==> src/rtl/programmer_link.sv <==
// rtl/programmer_link.sv - 8N1 serial receiver and framed-protocol decoder driving the programmer inputs
module programmer_link #(
    parameter int CLKS_PER_BIT = 16
) (
    input  logic       CLK,
    input  logic       RESET,
    input  logic       RXD,
    output logic       PROGRAMMER_RESET,
    output logic [7:0] PROGRAMMER_InputData,
    output logic       PROGRAMMER_PCK,
    output logic       PROGRAMMER_SCK,
    output logic       LINK_ERROR
);

    localparam int CW = $clog2(CLKS_PER_BIT);
    localparam logic [CW-1:0] HALF_BIT = CW'(CLKS_PER_BIT / 2);
    localparam logic [CW-1:0] FULL_BIT = CW'(CLKS_PER_BIT - 1);

    typedef enum logic [1:0] {
        RX_IDLE,
        RX_START,
        RX_DATA,
        RX_STOP
    } rx_state_t;

    typedef enum logic {
        DEC_HDR,
        DEC_DATA
    } dec_state_t;

    // receiver state
    logic      rxd_meta_q, rxd_sync_q, rxd_prev_q;
    rx_state_t rx_state_q, rx_state_d;
    logic [CW-1:0] cnt_q, cnt_d;
    logic [2:0] bit_idx_q, bit_idx_d;
    logic [7:0] shift_q, shift_d;
    logic [7:0] rx_byte_q, rx_byte_d;
    logic       rx_valid_q, rx_valid_d;
    logic       frame_err_q, frame_err_d;

    // decoder state
    dec_state_t dec_state_q, dec_state_d;
    logic       mode_q, mode_d;
    logic [7:0] data_q, data_d;
    logic       pck_q, pck_d;
    logic       sck_q, sck_d;
    logic       err_q, err_d;

    // Synchronizer and edge history; reset low so a line held low across reset cannot look like a start edge
    always_ff @(posedge CLK or posedge RESET) begin
        if (RESET) begin
            rxd_meta_q <= 1'b0;
            rxd_sync_q <= 1'b0;
            rxd_prev_q <= 1'b0;
        end else begin
            rxd_meta_q <= RXD;
            rxd_sync_q <= rxd_meta_q;
            rxd_prev_q <= rxd_sync_q;
        end
    end

    // Receiver state register
    always_ff @(posedge CLK or posedge RESET) begin
        if (RESET) begin
            rx_state_q  <= RX_IDLE;
            cnt_q       <= '0;
            bit_idx_q   <= 3'd0;
            shift_q     <= 8'h00;
            rx_byte_q   <= 8'h00;
            rx_valid_q  <= 1'b0;
            frame_err_q <= 1'b0;
        end else begin
            rx_state_q  <= rx_state_d;
            cnt_q       <= cnt_d;
            bit_idx_q   <= bit_idx_d;
            shift_q     <= shift_d;
            rx_byte_q   <= rx_byte_d;
            rx_valid_q  <= rx_valid_d;
            frame_err_q <= frame_err_d;
        end
    end

    // Receiver next state: half-bit delay to centre, then one sample per bit period
    always_comb begin
        rx_state_d  = rx_state_q;
        cnt_d       = cnt_q;
        bit_idx_d   = bit_idx_q;
        shift_d     = shift_q;
        rx_byte_d   = rx_byte_q;
        rx_valid_d  = 1'b0;
        frame_err_d = 1'b0;
        case (rx_state_q)
            RX_IDLE: begin
                if (rxd_prev_q && !rxd_sync_q) begin
                    cnt_d      = HALF_BIT;
                    rx_state_d = RX_START;
                end
            end
            RX_START: begin
                if (cnt_q == '0) begin
                    if (!rxd_sync_q) begin
                        cnt_d      = FULL_BIT;
                        bit_idx_d  = 3'd0;
                        rx_state_d = RX_DATA;
                    end else begin
                        rx_state_d = RX_IDLE;
                    end
                end else begin
                    cnt_d = cnt_q - 1'b1;
                end
            end
            RX_DATA: begin
                if (cnt_q == '0) begin
                    shift_d = {rxd_sync_q, shift_q[7:1]};
                    cnt_d   = FULL_BIT;
                    if (bit_idx_q == 3'd7) begin
                        rx_state_d = RX_STOP;
                    end else begin
                        bit_idx_d = bit_idx_q + 3'd1;
                    end
                end else begin
                    cnt_d = cnt_q - 1'b1;
                end
            end
            RX_STOP: begin
                if (cnt_q == '0) begin
                    if (rxd_sync_q) begin
                        rx_valid_d = 1'b1;
                        rx_byte_d  = shift_q;
                    end else begin
                        frame_err_d = 1'b1;
                    end
                    rx_state_d = RX_IDLE;
                end else begin
                    cnt_d = cnt_q - 1'b1;
                end
            end
            default: rx_state_d = RX_IDLE;
        endcase
    end

    // Decoder state and output registers
    always_ff @(posedge CLK or posedge RESET) begin
        if (RESET) begin
            dec_state_q <= DEC_HDR;
            mode_q      <= 1'b0;
            data_q      <= 8'h00;
            pck_q       <= 1'b0;
            sck_q       <= 1'b0;
            err_q       <= 1'b0;
        end else begin
            dec_state_q <= dec_state_d;
            mode_q      <= mode_d;
            data_q      <= data_d;
            pck_q       <= pck_d;
            sck_q       <= sck_d;
            err_q       <= err_d;
        end
    end

    // Decoder next state; framing errors take priority and drop any pending data byte
    always_comb begin
        dec_state_d = dec_state_q;
        mode_d      = mode_q;
        data_d      = data_q;
        pck_d       = 1'b0;
        sck_d       = 1'b0;
        err_d       = err_q;
        if (frame_err_q) begin
            err_d       = 1'b1;
            dec_state_d = DEC_HDR;
        end else if (rx_valid_q) begin
            case (dec_state_q)
                DEC_HDR: begin
                    if (rx_byte_q == 8'hA5) begin
                        mode_d = 1'b1;
                        err_d  = 1'b0;
                    end else if (rx_byte_q == 8'h5A) begin
                        mode_d = 1'b0;
                    end else if (rx_byte_q[7:3] == 5'b11000) begin
                        if (mode_q) begin
                            data_d = {5'b00000, rx_byte_q[2:0]};
                            pck_d  = 1'b1;
                        end else begin
                            err_d = 1'b1;
                        end
                    end else if (rx_byte_q == 8'hD0) begin
                        if (mode_q) begin
                            dec_state_d = DEC_DATA;
                        end else begin
                            err_d = 1'b1;
                        end
                    end else begin
                        err_d = 1'b1;
                    end
                end
                DEC_DATA: begin
                    data_d      = rx_byte_q;
                    sck_d       = 1'b1;
                    dec_state_d = DEC_HDR;
                end
                default: dec_state_d = DEC_HDR;
            endcase
        end
    end

    assign PROGRAMMER_RESET     = mode_q;
    assign PROGRAMMER_InputData = data_q;
    assign PROGRAMMER_PCK       = pck_q;
    assign PROGRAMMER_SCK       = sck_q;
    assign LINK_ERROR           = err_q;

endmodule

==> config.mk <==
export PLATFORM = sky130hd
export DESIGN_NAME = programmer_link
export DESIGN_NICKNAME = d
export VERILOG_FILES = /design/src/rtl/programmer_link.sv
export SDC_FILE = /design/constraint.sdc
export NUM_CORES = 1
export LEC_CHECK = 0
export BUFFER_PORTS_ARGS = -buffer_cell sky130_fd_sc_hd__buf_4
export CAP_MARGIN = 20
export CORE_MARGIN = 4
export CORE_UTILIZATION = 59
export DETAILED_ROUTE_END_ITERATION = 10
export PLACE_DENSITY = 0.78
export SYNTH_ARGS = -nofsm -noshare
export SYNTH_HDL_FRONTEND = slang
export SYNTH_SLANG_ARGS = --single-unit
==> constraint.sdc <==
create_clock -name CLK -period 1.95 [get_ports CLK]
set_input_delay 0 -clock CLK [delete_from_list [all_inputs] [get_ports CLK]]
set_output_delay 0 -clock CLK [all_outputs]
set_load 0.005 [all_outputs]
==> impl_metrics.env, run 1 <==
export IMPL_p_leak_nw=1.08
export IMPL_async_flop_share_pct=100
export IMPL_htree_levels=2
export IMPL_fin_util_pct=70.6
export IMPL_ys_seq_area_share_pct=53.5
export IMPL_path_class="flip-flop to flip-flop"
export IMPL_fin_crit_ps=1850
export IMPL_diodes=0
export IMPL_clkTransAtPathRegs_ps=130
export IMPL_end_kind="flip-flop"
export IMPL_path_max_fanout=10
export IMPL_ir_drop_mv=0.719
export IMPL_die_h_um=66.4
export IMPL_vias=1240
export IMPL_grt_pass1_wl_um=5930
export IMPL_drt_wl_total_um=3390
export IMPL_fmax_ghz=0.540
export IMPL_synthesis_instances=155
export IMPL_clock_sinks=43
export IMPL_relSlewSlack_pct=65.2
export IMPL_synth_edf_count=0
export IMPL_routed_via_density=5.61
export IMPL_cap_violations=0
export IMPL_cp_required_ps=2210
export IMPL_start_util_pct=63.8
export IMPL_outcome="finished, final reports clean"
export IMPL_grt_max_degree=44
export IMPL_setup_viol=0
export IMPL_finalHoldWorstSlack_ps=303
export IMPL_grt_overflow_total=0
export IMPL_postCtsSetupRepairBufs=0
export IMPL_yosysWarnings=0
export IMPL_drt_first_iter_violations=64
export IMPL_fill_cells=251
export IMPL_grt_pass1_vias=1250
export IMPL_core_mm2=0.00315
export IMPL_cts_made_buffers=5
export IMPL_cts_tree="done"
export IMPL_tns_ps=0
export IMPL_arrival_ps=2110
export IMPL_yosys_top_cells_area="dfrtp_1, mux2_4, mux2_2"
export IMPL_final_hold_viol_count=0
export IMPL_p_per_area_mw_per_mm2=1050
export IMPL_synth_top_cell_by_area="dfrtp_1"
export IMPL_clockBufferDepth=2
export IMPL_area_delta_synth_final_pct=10.6
export IMPL_ys_ff_latch=43
export IMPL_die_area_mm2=0.00441
export IMPL_synth_top_flop_cell="dfrtp_1"
export IMPL_synthDistinctLibCells=43
export IMPL_drt_drc_violations_left=0
export IMPL_final_cell_mix="dfrtp_1, buf_4, mux2_4, mux2_2, nand2_1"
export IMPL_dp_hpwl_um=2500
export IMPL_track_usage_pct=18.1
export IMPL_netlist_area_mm2=0.00201
export IMPL_nNetsFinal=187
export IMPL_rsz0062_at_grt="no"
export IMPL_clk_latency_ps=350
export IMPL_synth_top_area_share_pct=53.5
export IMPL_final_common_cell="dfrtp_1"
export IMPL_antenna_found_initial=0
export IMPL_place_congestion=0.831
export IMPL_layout_worst_path_cycle_share_pct=95.0
export IMPL_ios=15
export IMPL_antenna_left=0
export IMPL_timing_final_max_slew_violations=0
export IMPL_hold_path_class="primary input to flip-flop"
export IMPL_portBuffers=14
export IMPL_die_w_um=66.4
export IMPL_cts_root_buf="clkbuf_4"
export IMPL_syn_nets=166
export IMPL_worst_pin_slew_ps=521
export IMPL_postSynthAreaPerCell_um2=13.0
export IMPL_critPathLaunchType="flip-flop"
export IMPL_finClkSkew_ps=4.49
export IMPL_post_drt_wl_per_cell_um=15.3
export IMPL_rows=20
export IMPL_dr_pass1_iters=4
export IMPL_drive_gt1_share_pct=30.5
state kept, by name, summed over array words and instances (netlist names), named ones only:
name and flops:
shift_q 8, rxd_sync_q 1, PROGRAMMER_PCK 1, rx_valid_q 1
rxd_meta_q 1, PROGRAMMER_RESET 1, rx_byte_q 8, PROGRAMMER_SCK 1
rxd_prev_q 1, cnt_q 4, dec_state_q 1, LINK_ERROR 1
PROGRAMMER_InputData 8, rx_state_q 1, frame_err_q 1, bit_idx_q 3
synthesized netlist by cell type (all sizes together), types with 2 or more instances:
library cell and count:
o21ai 7, inv 8, mux2 22, and2 3, buf 2, nor3b 3
a22o 6, dfrtp 43, o2111ai 2, ha 8, mux2i 2, nor2 7
nand3 3, nand2b 6, a21oi 4, nand2 10
report_power, final:
part           switching (mW)  internal (mW)  leakage, nW  total (mW)
sequential              0.115           1.01        0.580        1.13
combinational           0.376          0.387        0.473       0.764
clock                   0.302          0.144       0.0278       0.446
final timing paths:
kind,startpoint,end,slack (ps),depth (start not counted)
worst max-delay path,cnt_q[0],shift_q[2],100,5
worst min-delay path,RXD,rxd_meta_q,300,2
worst max register to register,cnt_q[0],shift_q[2],100,5
worst min register to register,rxd_meta_q,rxd_sync_q,380,0
max in group asynchronous,RESET,rx_byte_q[7],1260,4
min in group asynchronous,RESET,shift_q[3],320,4
repair_timing:
action                     4_1_cts  5_1_grt
hold buffers                     2        0
resized for setup                0        0
setup endpoints to repair        0        0
hold endpoints to repair        44        0
per-layer routing:
layer  GRT usage [%]  wire, um  up-vias
met2            29.1      1670       26
li1                -         -      592
met4            6.85        62        0
met1            23.8      1520      614
met3            4.08       137        8
met5               0         0        -
critical path, cell delays in order (launching register included):
cell and delay (ps):
dfrtp_1 430, inv_1 70, ha_1 170, nor3b_4 440, and2_4 330, mux2_4 320
cell families after synthesis:
logic type	Yosys count	share of synthesized area (%)
AO/OA/AOI/OAI	25	8.83
XOR/XNOR	1	0.435
adder cells (fa/ha/maj)	8	4.98
buffers and inverters	11	3.23
flip-flops	43	53.5
multiplexers	24	15.4
AND/OR/NAND/NOR	43	13.7
through the flow:
| stage | setup WS, ps | instance area [um^2] | power, mW | std cells |
|---|---|---|---|---|
| 3_3_place_gp | 179 | 2140 | 1.85 | 211 |
| 5_1_grt | 5.76 | 2230 | 2.49 | 221 |
| 3_5_place_dp | 112 | 2140 | 1.90 | 211 |
| 2_1_floorplan | 231 | 2010 | 1.74 | 155 |
| 6_report | 97.5 | 2230 | 2.34 | 221 |
| 4_1_cts | 90.1 | 2230 | 2.35 | 221 |
area by class of cell:
type                       instances  area (um^2)  share of cell area, %
clock buffer                       5         37.5                   1.69
clock inverter                     3         23.8                   1.07
inverter                           8         30.0                   1.35
multi-input combinational        101          871                   39.1
sequential                        43         1080                   48.3
tap                               44         55.1                   2.47
timing repair buffer              17          133                   5.96
Power figures use the tool's default switching activity.
==> run 2, diff against run 1 <==
--- a/config.mk
+++ b/config.mk
@@ -8,9 +8,9 @@
 export BUFFER_PORTS_ARGS = -buffer_cell sky130_fd_sc_hd__buf_4
 export CAP_MARGIN = 20
 export CORE_MARGIN = 4
-export CORE_UTILIZATION = 59
+export CORE_UTILIZATION = 60
 export DETAILED_ROUTE_END_ITERATION = 10
-export PLACE_DENSITY = 0.78
+export PLACE_DENSITY = 0.8
 export SYNTH_ARGS = -nofsm -noshare
 export SYNTH_HDL_FRONTEND = slang
 export SYNTH_SLANG_ARGS = --single-unit
==> constraint.sdc (replaced) <==
create_clock -name CLK -period 2.25 [get_ports CLK]
set_input_delay 0.1125 -clock CLK [delete_from_list [all_inputs] [get_ports CLK]]
set_output_delay 0.1125 -clock CLK [all_outputs]
set_load 0.005 [all_outputs]
==> run 2 against run 1 <==
  * Die area is 1.5% lower
  * Hold slack better by 80 ps
  * Clock power fell by 15%
  * Critical path type unchanged
  * Largest power group unchanged
  * Highest routed layer unchanged
==> impl_metrics.env, run 2 (same netlist as run 1, synthesis figures left out) <==
export IMPL_path_max_fanout=10
export IMPL_die_w_um=65.9
export IMPL_clk_latency_ps=350
export IMPL_regToRegEndpoint="shift_q[1]"
export IMPL_cts_resized=0
export IMPL_post_drt_wl_per_cell_um=15.1
export IMPL_grt_pass1_vias=1232
export IMPL_cts_root_buf="clkbuf_4"
export IMPL_rr_worst_depth=5
export IMPL_place_inst=211
export IMPL_hp_start="rxd_meta_q"
export IMPL_fmax_ghz=0.527
export IMPL_worst_pin_slew_ps=532
export IMPL_htree_levels=2
export IMPL_final_common_cell="dfrtp_1"
export IMPL_hold_path_end="rxd_sync_q"
export IMPL_arrival_ps=2150
export IMPL_postCtsSetupRepairBufs=0
export IMPL_final_hold_viol_count=0
export IMPL_hold_path_class="flip-flop to flip-flop"
export IMPL_drive_gt1_share_pct=30.5
export IMPL_diodes=0
export IMPL_critPathLaunchType="flip-flop"
export IMPL_clkTransAtPathRegs_ps=130
export IMPL_end_kind="flip-flop"
export IMPL_cap_violations=0
export IMPL_nNetsFinal=187
export IMPL_outcome="finished, final reports clean"
export IMPL_rsz0062_at_grt="no"
export IMPL_drt_first_iter_violations=46
export IMPL_core_mm2=0.00313
export IMPL_antenna_found_initial=0
export IMPL_routed_via_density=5.49
export IMPL_fin_crit_ps=1900
export IMPL_place_congestion=0.867
export IMPL_portBuffers=14
export IMPL_ios=15
export IMPL_min_path_cells=0
export IMPL_drt_drc_violations_left=0
export IMPL_start_util_pct=64.3
export IMPL_p_total_mw=2.02
export IMPL_finClkSkew_ps=6.76
export IMPL_clock_sinks=43
export IMPL_ir_drop_mv=0.525
export IMPL_die_h_um=65.9
export IMPL_vias=1214
export IMPL_final_cell_mix="dfrtp_1, buf_4, mux2_4, mux2_2, nand2_1"
export IMPL_layout_worst_path_cycle_share_pct=84.3
export IMPL_setup_viol=0
export IMPL_grt_max_degree=44
export IMPL_tns_ps=0
export IMPL_worst_r2r_startpoint="cnt_q[0]"
export IMPL_area_delta_synth_final_pct=10.6
export IMPL_dr_pass1_iters=4
export IMPL_grt_pass1_wl_um=5720
export IMPL_cp_required_ps=2500
export IMPL_p_leak_nw=1.08
export IMPL_p_per_area_mw_per_mm2=907
export IMPL_cts_tree="done"
export IMPL_drt_wl_total_um=3330
export IMPL_clockBufferDepth=2
export IMPL_timing_final_max_slew_violations=0
export IMPL_fin_util_pct=71.2
export IMPL_cts_made_buffers=5
export IMPL_rows=20
export IMPL_relSlewSlack_pct=64.5
export IMPL_grt_overflow_total=0
export IMPL_track_usage_pct=17.3
export IMPL_r2r_setup_slack_ps=350
export IMPL_antenna_left=0
export IMPL_dp_hpwl_um=2490
export IMPL_die_area_mm2=0.00434
export IMPL_stdcell_count=221
export IMPL_path_class="flip-flop to flip-flop"
-- run 2: timing repair --
item / in CTS / in global routing
hold buffers: 2 / 0
setup endpoints to repair: 0 / 0
hold endpoints to repair: 44 / 0
-- run 2: worst max-delay path, stage by stage, from the launching register on --
cell and delay, ps:
dfrtp_1 430, inv_1 80, ha_1 190, nor3b_4 460, and2_4 330, mux2_4 320
-- run 2: worst max path at each step --
stage               startpoint         end  slack, ps  cells after the start
CTS                   cnt_q[0]  shift_q[1]        360                      5
global route          cnt_q[1]  shift_q[7]        230                      5
detailed placement    cnt_q[0]  shift_q[1]        380                      5
global placement      cnt_q[0]  shift_q[0]        460                      5
finish                cnt_q[0]  shift_q[1]        350                      5
floorplan             cnt_q[0]  shift_q[0]        530                      6
-- run 2: metal layers --
metal	track usage [%]	part of all wire (%)	vias up
met4	5.44	0.87	0
met3	4.42	3.1	4
met5	0	0	-
met2	27.7	49	22
li1	-	-	594
met1	22.9	47	594
-- run 2: power by group --
group / leakage, nW / switching (mW) / internal, mW
clock network: 0.0278 / 0.256 / 0.125
registers: 0.580 / 0.101 / 0.876
logic: 0.473 / 0.328 / 0.334
-- run 2: area by class of cell --
class                   instances  area, um^2
clock inverters                 3        23.8
fillers                       213         902
repair buffers                 17         133
multi-input cells             101         871
clock buffers                   5        37.5
well taps                      44        55.1
flip-flops and latches         43        1080
inverters                       8        30.0
-- run 2: through the flow --
step | hold slack (ps) | setup WS [ps] | instance area [um^2]
after floorplan | 144 | 531 | 2010
after global placement | 224 | 457 | 2140
after detailed placement | 227 | 382 | 2140
after CTS | 387 | 362 | 2230
after global routing | 403 | 231 | 2230
final | 382 | 352 | 2230
==> run 3, diff against run 2 <==
--- a/config.mk
+++ b/config.mk
@@ -8,9 +8,9 @@
 export BUFFER_PORTS_ARGS = -buffer_cell sky130_fd_sc_hd__buf_4
 export CAP_MARGIN = 20
 export CORE_MARGIN = 4
-export CORE_UTILIZATION = 60
+export CORE_UTILIZATION = 53
 export DETAILED_ROUTE_END_ITERATION = 10
-export PLACE_DENSITY = 0.8
+export PLACE_DENSITY = 0.74
 export SYNTH_ARGS = -nofsm -noshare
 export SYNTH_HDL_FRONTEND = slang
 export SYNTH_SLANG_ARGS = --single-unit
==> constraint.sdc (replaced) <==
create_clock -name CLK -period 1.6 [get_ports CLK]
set_input_delay 0.08 -clock CLK [delete_from_list [all_inputs] [get_ports CLK]]
set_output_delay 0.08 -clock CLK [all_outputs]
set_load 0.005 [all_outputs]
==> run 3 against run 2 <==
  * Wire length grew 15%
  * Count of clock-buffer cells in the layout grew 1
  * Critical path depth grew 1
  * Maximum frequency grew 19%
  * Die area grew 12%
  * Critical endpoint is now rx_byte_q[4]
  * Largest cell class unchanged
  * Register-to-register slack lost 350 ps
  * Hold slack lost 27 ps
  * Clock skew shrank 2.1 ps
  * Global-route usage shrank 1.1 points
  * Core utilization shrank 3.5 points
  * Setup slack lost 350 ps
  * Combinational power grew 110%
==> impl_metrics.env, run 3 (same netlist as run 1, synthesis figures left out) <==
export IMPL_start_util_pct=55.0
export IMPL_cp_required_ps=1780
export IMPL_p_leak_nw=1.21
export IMPL_routed_via_density=5.47
export IMPL_timing_final_max_slew_violations=0
export IMPL_clk_latency_ps=290
export IMPL_clockBufferDepth=2
export IMPL_dp_slack_ps=-42.6
export IMPL_cp_cell_sequence="inv_1 -> ha_2 -> nor3b_4 -> buf_4 -> nand3_4 -> mux2_2"
export IMPL_rsz0062_at_grt="yes"
export IMPL_p_per_area_mw_per_mm2=1380
export IMPL_portBuffers=14
export IMPL_worst_pin_slew_ps=524
export IMPL_drive_gt1_share_pct=43.5
export IMPL_use_met2_pct=27.8
export IMPL_cts_made_buffers=5
export IMPL_core_mm2=0.00366
export IMPL_drt_drc_violations_left=0
export IMPL_layout_worst_path_cycle_share_pct=99.9
export IMPL_fin_util_pct=67.6
export IMPL_path_class="flip-flop to flip-flop"
export IMPL_cts_tree="done"
export IMPL_path_max_fanout=9
export IMPL_outcome="finished, final reports clean"
export IMPL_antenna_found_initial=0
export IMPL_ir_drop_mv=1.04
export IMPL_htree_levels=2
export IMPL_grt_max_degree=44
export IMPL_track_usage_pct=16.1
export IMPL_grt_pass1_wl_um=6240
export IMPL_ios=15
export IMPL_clock_sinks=43
export IMPL_fmax_ghz=0.626
export IMPL_rows=22
export IMPL_setup_viol=0
export IMPL_grt_pass1_vias=1328
export IMPL_place_inst=229
export IMPL_diodes=0
export IMPL_final_setup_worst_slack_ps=2.04
export IMPL_p_total_mw=3.42
export IMPL_grtUsageMet3_pct=4.93
export IMPL_nNetsFinal=203
export IMPL_clkTransAtPathRegs_ps=80
export IMPL_vias=1319
export IMPL_dp_hpwl_um=2570
export IMPL_stdcell_count=241
export IMPL_area_delta_synth_final_pct=23.1
export IMPL_finClkSkew_ps=4.65
export IMPL_die_area_mm2=0.00485
export IMPL_hold_path_class="flip-flop to flip-flop"
export IMPL_drt_wl_total_um=3840
export IMPL_relSlewSlack_pct=65.1
export IMPL_antenna_left=0
export IMPL_cts_root_buf="clkbuf_8"
export IMPL_end_kind="flip-flop"
export IMPL_busiest_layer="met2"
export IMPL_dr_pass1_iters=4
export IMPL_final_hold_viol_count=0
export IMPL_final_cell_mix="dfrtp_1, buf_4, mux2_4"
export IMPL_cp_slowest_cell="dfrtp_1"
export IMPL_drt_first_iter_violations=77
export IMPL_place_congestion=0.865
export IMPL_grt_overflow_total=0
export IMPL_die_w_um=69.6
export IMPL_post_drt_wl_per_cell_um=15.9
export IMPL_final_common_cell="dfrtp_1"
export IMPL_slowest_delay_ps=390
export IMPL_fin_crit_ps=1600
export IMPL_critPathLaunchType="flip-flop"
export IMPL_cap_violations=0
export IMPL_grt_util_met1_pct=19.3
export IMPL_die_h_um=69.6
export IMPL_arrival_ps=1780
-- run 3: changes by cell type in the layout (fill, tap and decap cells not counted), sizes merged --
cell      change
clkinv        +1
clkinvlp      -1
clkbuf        +1
buf          +16
inv           -1
-- run 3: path summary, 6_finish.rpt --
path,start,end,slack [ps],depth (start not counted)
max,cnt_q[1],rx_byte_q[4],2,6
min,rxd_meta_q,rxd_sync_q,350,0
max reg2reg,cnt_q[1],rx_byte_q[4],2,6
min reg2reg,rxd_meta_q,rxd_sync_q,350,0
max in group asynchronous,RESET,rx_state_q[0],750,4
min in group asynchronous,RESET,bit_idx_q[0],470,4
-- run 3: where the power goes --
group	total, mW	leakage (nW)	switching [mW]	internal, mW
Combinational	1.37	0.592	0.621	0.749
Sequential	1.37	0.579	0.136	1.23
Clock	0.680	0.0412	0.374	0.305
-- run 3: worst max-delay path, delay by kind of cell (launching register included) --
kind,cells,cell delay (ps)
muxes,1,310
and+or+nand+nor,2,380
buffers and inverters,2,230
DFF,1,390
adders and majority gates,1,170
-- run 3: stage by stage --
step / instance area, um^2 / hold slack (ps) / TNS, ps
after floorplan: 2010 / 111 / -955
after global placement: 2250 / 192 / 0
final: 2480 / 355 / 0
after global routing: 2480 / 375 / -1700
after CTS: 2390 / 357 / -17.1
after detailed placement: 2250 / 191 / -129
-- run 3: routing by layer --
| metal | routed length, um | part of all wire, % |
|---|---|---|
| met5 | 0 | 0 |
| met4 | 79 | 2.1 |
| met3 | 119 | 3.1 |
| met2 | 2060 | 54 |
| met1 | 1580 | 41 |
-- run 3: cell type report --
class,instances,area [um^2]
Clock buffer,6,72.6
Fill cell,258,1180
Multi-Input combinational cell,101,967
Timing Repair Buffer,33,256
Tap cell,48,60.1
Sequential cell,43,1080
Inverter,8,30.0
Clock inverter,2,12.5
-- run 3: what timing repair did --
item	in CTS	in global routing
resized for setup	3	21
hold buffers	2	0
endpoints found under the setup margin	8	27
endpoints found under the hold margin	44	0
pin swaps	2	3
setup buffers	2	0
cloned	0	0
